$ cat config.mk
export PLATFORM = sky130hd
export DESIGN_NAME = bin2bcd_ctrl_flat
export DESIGN_NICKNAME = d
export VERILOG_FILES = /design/src/rtl/bin2bcd_ctrl_if.sv /design/src/rtl/bin2bcd_ctrl.sv /design/src/flat_wrapper.sv
export SDC_FILE = /design/constraint.sdc
export NUM_CORES = 1
export LEC_CHECK = 0
export ABC_AREA = 1
export BUFFER_PORTS_ARGS = -buffer_cell sky130_fd_sc_hd__buf_2
export CAP_MARGIN = 5
export CORE_MARGIN = 4
export CORE_UTILIZATION = 52
export CTS_BUF_LIST = sky130_fd_sc_hd__clkbuf_8 sky130_fd_sc_hd__clkbuf_16
export DETAILED_ROUTE_END_ITERATION = 10
export HOLD_SLACK_MARGIN = 0.1
export PLACE_DENSITY = 0.82
export SYNTH_ARGS = -nofsm -noshare
export SYNTH_HDL_FRONTEND = slang
export SYNTH_SLANG_ARGS = --single-unit
$ cat constraint.sdc
create_clock -name clk -period 1.5 [get_ports clk]
set_input_delay 0.15 -clock clk [delete_from_list [all_inputs] [get_ports clk]]
set_output_delay 0.15 -clock clk [all_outputs]
set_load 0.02 [all_outputs]
$ cat src/rtl/bin2bcd_ctrl_if.sv
// Bus-side handshake and result signals of the binary-to-BCD sequencer.
interface bin2bcd_ctrl_if #(
    parameter int unsigned WIDTH  = 8,
    parameter int unsigned DIGITS = 3
);
    logic                  start;
    logic [WIDTH-1:0]      bin_in;
    logic                  ready;
    logic                  busy;
    logic [4*DIGITS-1:0]   bcd_out;
    logic                  overflow;
    logic                  done;

    modport master (
        output start, bin_in,
        input  ready, busy, bcd_out, overflow, done
    );

    modport slave (
        input  start, bin_in,
        output ready, busy, bcd_out, overflow, done
    );
endinterface

$ cat src/rtl/bin2bcd_ctrl.sv
// Sequencer for a serial binary-to-BCD digit-cell chain: feeds the word MSB
// first with an init strobe, then registers the packed BCD result and overflow.
module bin2bcd_ctrl #(
    parameter int unsigned WIDTH  = 8,
    parameter int unsigned DIGITS = 3
) (
    input  logic                clk,
    input  logic                reset,
    bin2bcd_ctrl_if.slave       bus,
    output logic                shift_init,
    output logic                serial_out,
    input  logic [4*DIGITS-1:0] bcd_chain,
    input  logic                top_cout
);
    localparam int unsigned BCD_W = 4 * DIGITS;
    localparam int unsigned CNT_W = $clog2(WIDTH);
    localparam logic [CNT_W-1:0] CNT_LAST = CNT_W'(WIDTH - 1);

    typedef enum logic [1:0] {
        IDLE    = 2'd0,
        SHIFT   = 2'd1,
        CAPTURE = 2'd2
    } state_t;

    state_t             state;
    state_t             state_nxt;
    logic [WIDTH-1:0]   shreg;
    logic [CNT_W-1:0]   cnt;
    logic               ovf_acc;
    logic [BCD_W-1:0]   bcd_q;
    logic               ovf_q;
    logic               done_q;

    // State register
    always_ff @(posedge clk or negedge reset) begin
        if (!reset) state <= IDLE;
        else        state <= state_nxt;
    end

    // Next state; chain strobes are decoded straight from registers
    always_comb begin
        state_nxt  = state;
        shift_init = 1'b0;
        serial_out = 1'b0;
        case (state)
            IDLE: begin
                if (bus.start) state_nxt = SHIFT;
            end
            SHIFT: begin
                shift_init = (cnt == '0);
                serial_out = shreg[WIDTH-1];
                if (cnt == CNT_LAST) state_nxt = CAPTURE;
            end
            CAPTURE: state_nxt = IDLE;
            default: state_nxt = IDLE;
        endcase
    end

    // Shift register, bit counter, overflow accumulator and result registers
    always_ff @(posedge clk or negedge reset) begin
        if (!reset) begin
            shreg   <= '0;
            cnt     <= '0;
            ovf_acc <= 1'b0;
            bcd_q   <= '0;
            ovf_q   <= 1'b0;
            done_q  <= 1'b0;
        end else begin
            done_q <= 1'b0;
            case (state)
                IDLE: begin
                    if (bus.start) begin
                        shreg   <= bus.bin_in;
                        cnt     <= '0;
                        ovf_acc <= 1'b0;
                    end
                end
                SHIFT: begin
                    shreg   <= {shreg[WIDTH-2:0], 1'b0};
                    cnt     <= cnt + CNT_W'(1);
                    ovf_acc <= ovf_acc | top_cout;
                end
                CAPTURE: begin
                    bcd_q  <= bcd_chain;
                    ovf_q  <= ovf_acc;
                    done_q <= 1'b1;
                end
                default: ;
            endcase
        end
    end

    assign bus.ready    = (state == IDLE);
    assign bus.busy     = (state != IDLE);
    assign bus.bcd_out  = bcd_q;
    assign bus.overflow = ovf_q;
    assign bus.done     = done_q;
endmodule

$ cat src/flat_wrapper.sv
// flat-port wrapper written by rule: the top's interface ports become plain ports
module bin2bcd_ctrl_flat 
#(
    parameter int unsigned WIDTH  = 8,
    parameter int unsigned DIGITS = 3
)
  (clk, reset, shift_init, serial_out, bcd_chain, top_cout, bus_start, bus_bin_in, bus_ready, bus_busy, bus_bcd_out, bus_overflow, bus_done);
  bin2bcd_ctrl_if #(.WIDTH(WIDTH), .DIGITS(DIGITS)) bus_i ();
  input  logic clk;
  input  logic reset;
  output logic shift_init;
  output logic serial_out;
  input  logic [4*DIGITS-1:0] bcd_chain;
  input  logic top_cout;
  input wire logic [$bits(bus_i.start)-1:0] bus_start;
  input wire logic [$bits(bus_i.bin_in)-1:0] bus_bin_in;
  output wire logic [$bits(bus_i.ready)-1:0] bus_ready;
  output wire logic [$bits(bus_i.busy)-1:0] bus_busy;
  output wire logic [$bits(bus_i.bcd_out)-1:0] bus_bcd_out;
  output wire logic [$bits(bus_i.overflow)-1:0] bus_overflow;
  output wire logic [$bits(bus_i.done)-1:0] bus_done;
  assign bus_i.start = bus_start;
  assign bus_i.bin_in = bus_bin_in;
  assign bus_ready = bus_i.ready;
  assign bus_busy = bus_i.busy;
  assign bus_bcd_out = bus_i.bcd_out;
  assign bus_overflow = bus_i.overflow;
  assign bus_done = bus_i.done;
  bin2bcd_ctrl #(.WIDTH(WIDTH), .DIGITS(DIGITS)) u_core (.clk(clk), .reset(reset), .bus(bus_i), .shift_init(shift_init), .serial_out(serial_out), .bcd_chain(bcd_chain), .top_cout(top_cout));
endmodule
== Word-level counts from Yosys, hierarchy flattened ==
Cells that the tools add are included.

* Register bits: 28
* Output and inout bits: 18
* Logic and storage cells: 32

* $add $sub $neg: 1
* Eq/ne operators: 5
* Mux-type cells: 12
* Bitwise gates (word level): 1
* Reductions and logical operators: 6

{| class="wikitable"
|+ Operator list
! cell !! count
|-
| case mux 8 bit (2 select lines) || 1
|-
| 2-to-1 mux 8 bit || 1
|-
| case mux 3 bit (2 select lines) || 1
|-
| 2-to-1 mux 1 bit || 4
|-
| 2-to-1 mux 2 bit || 2
|-
| case mux 2 bit (2 select lines) || 1
|-
| AND reduction 2 bit || 2
|-
| nonzero test 2 bit || 2
|-
| adder 3 x 1 -> 3 bit, second input constant || 1
|-
| equality test 3 bit, second input constant || 1
|-
| zero test 3 bit || 1
|-
| 2-to-1 mux 3 bit || 1
|-
| equality test 2 x 1 -> 1 bit, second input constant || 1
|-
| equality test 2 bit, second input constant || 1
|-
| zero test 2 bit || 1
|-
| inequality test 2 x 1 -> 1 bit, second input constant || 1
|-
| inequality test 2 bit, second input constant || 1
|-
| case mux 1 bit (2 select lines) || 1
|-
| OR 1 bit || 1
|}

== Depth between registers and ports, before layout ==
* Depth in word-level cells: 3
* Gate-level depth with buffers: 6

== Worst setup path before layout ==
No wires, ideal clock.

* Path type: register to output
* From: register u_core.state[0]
* To: output shift_init
* Data arrival time: 1.014 ns
* Setup slack: 0.336 ns
* Cell stages (with the launch flop): 6
* Path buffers: 1
* Cells stage by stage: dfrtp_1 inv_2 nor2_2 buf_6 nand2_1 nor2_1

* Word-level cells in the longest chain between the ends: 2

{| class="wikitable"
|+ Ends and longest elaborated chain
! item !! RTL line !! RTL
|-
| start, declared || bin2bcd_ctrl.sv:25 || <nowiki>state_t state;</nowiki>
|-
| start signal, assigned || bin2bcd_ctrl.sv:37 || <nowiki>else state <= state_nxt;</nowiki>
|-
| equality test 2 x 1 -> 1 bit || bin2bcd_ctrl.sv:45 || <nowiki>case (state)</nowiki>
|-
| 2-to-1 mux 1 bit || bin2bcd_ctrl.sv:45 ||
|-
| end, declared || flat_wrapper.sv:11 || <nowiki>output logic shift_init;</nowiki>
|}

No other way between the ends.

== Final worst setup path ==
* From: register u_core.state[1]
* To: output serial_out

* Word-level cells in the longest chain between the ends: 2

{| class="wikitable"
|+ Ends and longest elaborated chain
! item !! RTL line !! RTL
|-
| equality test 2 x 1 -> 1 bit || bin2bcd_ctrl.sv:45 ||
|-
| 2-to-1 mux 1 bit || bin2bcd_ctrl.sv:45 ||
|-
| end, declared || flat_wrapper.sv:12 || <nowiki>output logic serial_out;</nowiki>
|}

No other way between the ends.

==> summary.txt <==
Clock tree
  – CTS tree: done
  – CTS max path bufs: 2
  – Clk sinks: 28
  – Root Buffer Master: clkbuf_8
  – CTS clk-pin slew, worst paths: 0.09 ns
  – Hold-fix buffers, CTS: 14
  – # H-tree levels: 1
  – Clk_lat worst skew: 0.27 ns
  – # resized after CTS: 0
  – Setup repair bufs after CTS: 0
  – CTS Buf Count: 3

STA
  – Period Utilization, post-route: 91.8%
  – Tightest Pin Transition: 0.597 ns
  – Setup_tns: 0 ns
  – Final setup vio count: 0
  – Final hold vios: 0
  – RSZ-0062 raised after global routing: no
  – Minimum clock period: 1.38 ns
  – Setup Skew: 0.00331 ns
  – Final Max Slew Viols: 0
  – Slew headroom: 60.2%
  – Maximum clock rate: 0.727 GHz

Die
  – Row cnt: 17
  – Initial Util: 54.8%
  – Die area: 0.00319 mm2
  – Die Y: 56.5 um
  – Die width: 56.5 um
  – Core Area: 0.00223 mm2
  – Io pins: 42

Global routing
  – Vias in the first global route: 1126
  – Grt ovf: 0
  – First-pass GRT wire length: 4.76 mm
  – Initial antenna violation count: 0
  – Largest net degree at the start of global routing: 29
  – Total track usage: 19.0%

Worst setup path
  – RR Startpoint: u_core.state[1]
  – Crit Path Class: reg -> out
  – FF-to-FF End: u_core.shreg[2]
  – CP required: 1.35 ns
  – R2R cell count: 4
  – Slowest stage delay, CP: 0.43 ns
  – CP max FO: 15
  – Number of buffers and inverters on the critical path: 2
  – Element type at the critical path start: register
  – CP arrival: 1.23 ns
  – Worst setup EP type: primary output
  – Cells along the critical path: inv_1, nand2_4, nor2_1, buf_2
  – Worst reg2reg setup slack: 0.34 ns
  – CP top delay family: flip-flops
  – Slowest CP cell: dfrtp_1

Layout
  – Leading cell type in the layout, fill and taps excluded: nand2_1
  – Area delta synth->final: 33.0%
  – Post-layout util: 72.9%
  – FILL cells: 167
  – Layout cells sized above 1: 27.1%
  – Final nets: 220
  – Most frequent cells in the layout: 57 x nand2_1, 41 x buf_2, 28 x dfrtp_1
  – Final antenna diode count: 0

Hold path
  – Hold path depth: 3
  – Hold Path Class: in -> reg
  – Worst Hold End: u_core.shreg[0]
  – Hold path start: bus_bin_in[0]

Logic synthesis
  – Syn Inst Count: 138
  – Adder-cell share of the synthesized area: 3.07%
  – Post-Synthesis Cell Area: 0.00122 mm2
  – Ys Warns: 0
  – Ys flop type: dfrtp_1
  – Compound-cell area share of the yosys netlist: 0.818%
  – XOR/XNOR Fraction of Synth Area: 0%
  – Async SR Flop Fraction: 100%
  – Syn_nets: 165
  – Yosys cell types: 14
  – Post-Syn Area per Cell: 8.87 um2
  – Post-synthesis mux area share: 0%
  – Post-Synth Simple-Gate Area: 31.3%
  – Number of flops mapped to enable cells by yosys: 0
  – Main combinational cell family by area after synthesis: simple AND/OR/NAND/NOR gates
  – Seq cells post-synth: 28
  – Register area share after synthesis: 57.3%

Power and ir drop
  – Combinational power share: 41.6%
  – Clock power share: 18.2%
  – Internal: 1.92 mW
  – Sequential Power Share: 40.2%
  – Leak: 0.895 nW
  – Switching Power: 1.26 mW
  – Worst vdd ir: 1.57 mV
  – Pwr Density: 1950 mW/mm2
  – Total power: 3.18 mW
  – Switching part of the total: 39.6%

Detailed routing
  – Post-route ant nets: 0
  – Residual DRC: 0
  – Routed vias: 1089
  – Drt pass-1 iters: 4
  – First DRT Iteration DRCs: 42
  – Final WL: 2.73 mm
  – Wire per inst: 12.4 um
  – Via/cell ratio: 4.95

Place
  – Final HPWL DP: 1.79 mm
  – PortBufs: 41
  – GP Congestion: 0.807

Run
  – Max_cap viols: 0

Run status
  – Run status: complete, no violations
-- worst max-delay path by stage --
stage	slack (ns)	end	start	depth (start not counted)
after global placement	0.38	u_core.bus.bcd_out[9]	u_core.state[0]	5
after floorplan	0.34	shift_init	u_core.state[0]	5
after CTS	0.11	serial_out	u_core.state[1]	4
after detailed placement	0.34	u_core.cnt[0]	u_core.state[1]	4
final	0.12	serial_out	u_core.state[1]	4
after global routing	0.02	shift_init	u_core.cnt[0]	5
-- power by group through the flow --
stage               Sequential [mW]  Combinational [mW]  Clock, mW
finish                         1.28                1.32      0.579
global route                   1.32                1.46      0.629
CTS                            1.27                1.33      0.597
detailed placement             1.28                1.30          0
global placement               1.27                1.25          0
floorplan                      1.49               0.692          0
-- worst reg2reg max path, cell delays in order (launching register included) --
cell and delay (ns):
dfrtp_1 0.43, inv_1 0.13, nand2_1 0.24, nand3_1 0.17
nand3_1 0.08
-- cells by family (layout without fill, tap and decap cells) --
family,after synthesis,count (layout)
AO/OA/AOI/OAI,2,2
adder cells (fa/ha/maj),3,3
buffers and inverters,15,69
flip-flops,28,28
AND/OR/NAND/NOR,90,90
-- stage by stage --
| stage | worst slack [ns] | instance area, um2 | instances | hold slack (ns) |
|---|---|---|---|---|
| floorplan | 0.336 | 1220 | 138 | -0.146 |
| CTS | 0.109 | 1630 | 220 | 0.108 |
| global route | 0.0188 | 1630 | 220 | 0.114 |
| global placement | 0.380 | 1420 | 202 | 0.183 |
| detailed placement | 0.342 | 1420 | 202 | 0.193 |
| finish | 0.124 | 1630 | 220 | 0.107 |
-- metal layers --
| metal | part of all wire [%] | GRT usage (%) |
|---|---|---|
| met4 | 2.8 | 10.2 |
| met5 | 0 | 0 |
| met2 | 50 | 33.0 |
| met3 | 6.9 | 2.99 |
| met1 | 40 | 22.1 |
-- cells in the mapped netlist (2+ instances only) --
cell type	count	area, um2
nand3_1	26	130
o21ai_0	2	10.0
dfrtp_1	28	701
buf_2	2	10.0
ha_1	3	37.5
nor2_1	4	15.0
inv_2	2	7.51
inv_1	6	22.5
nand2_1	57	214
buf_6	4	45.0
-- final cells by class --
class                   count  area [um2]  area share (%)
flip-flops and latches     28         701            43.0
well taps                  28        35.0            2.15
inverters                   8        30.0            1.84
clock inverters             1        30.0            1.84
repair buffers             57         360            22.1
multi-input cells          95         430            26.4
clock buffers               3        41.3            2.54
-- registers in the layout (all words and copies together) (netlist names) --
signal,cells
u_core.bus.overflow,1
u_core.bus.done,1
u_core.ovf_acc,1
u_core.cnt,3
u_core.bus.bcd_out,12
u_core.state,2
u_core.shreg,8
(Power assumes the default switching activity.)
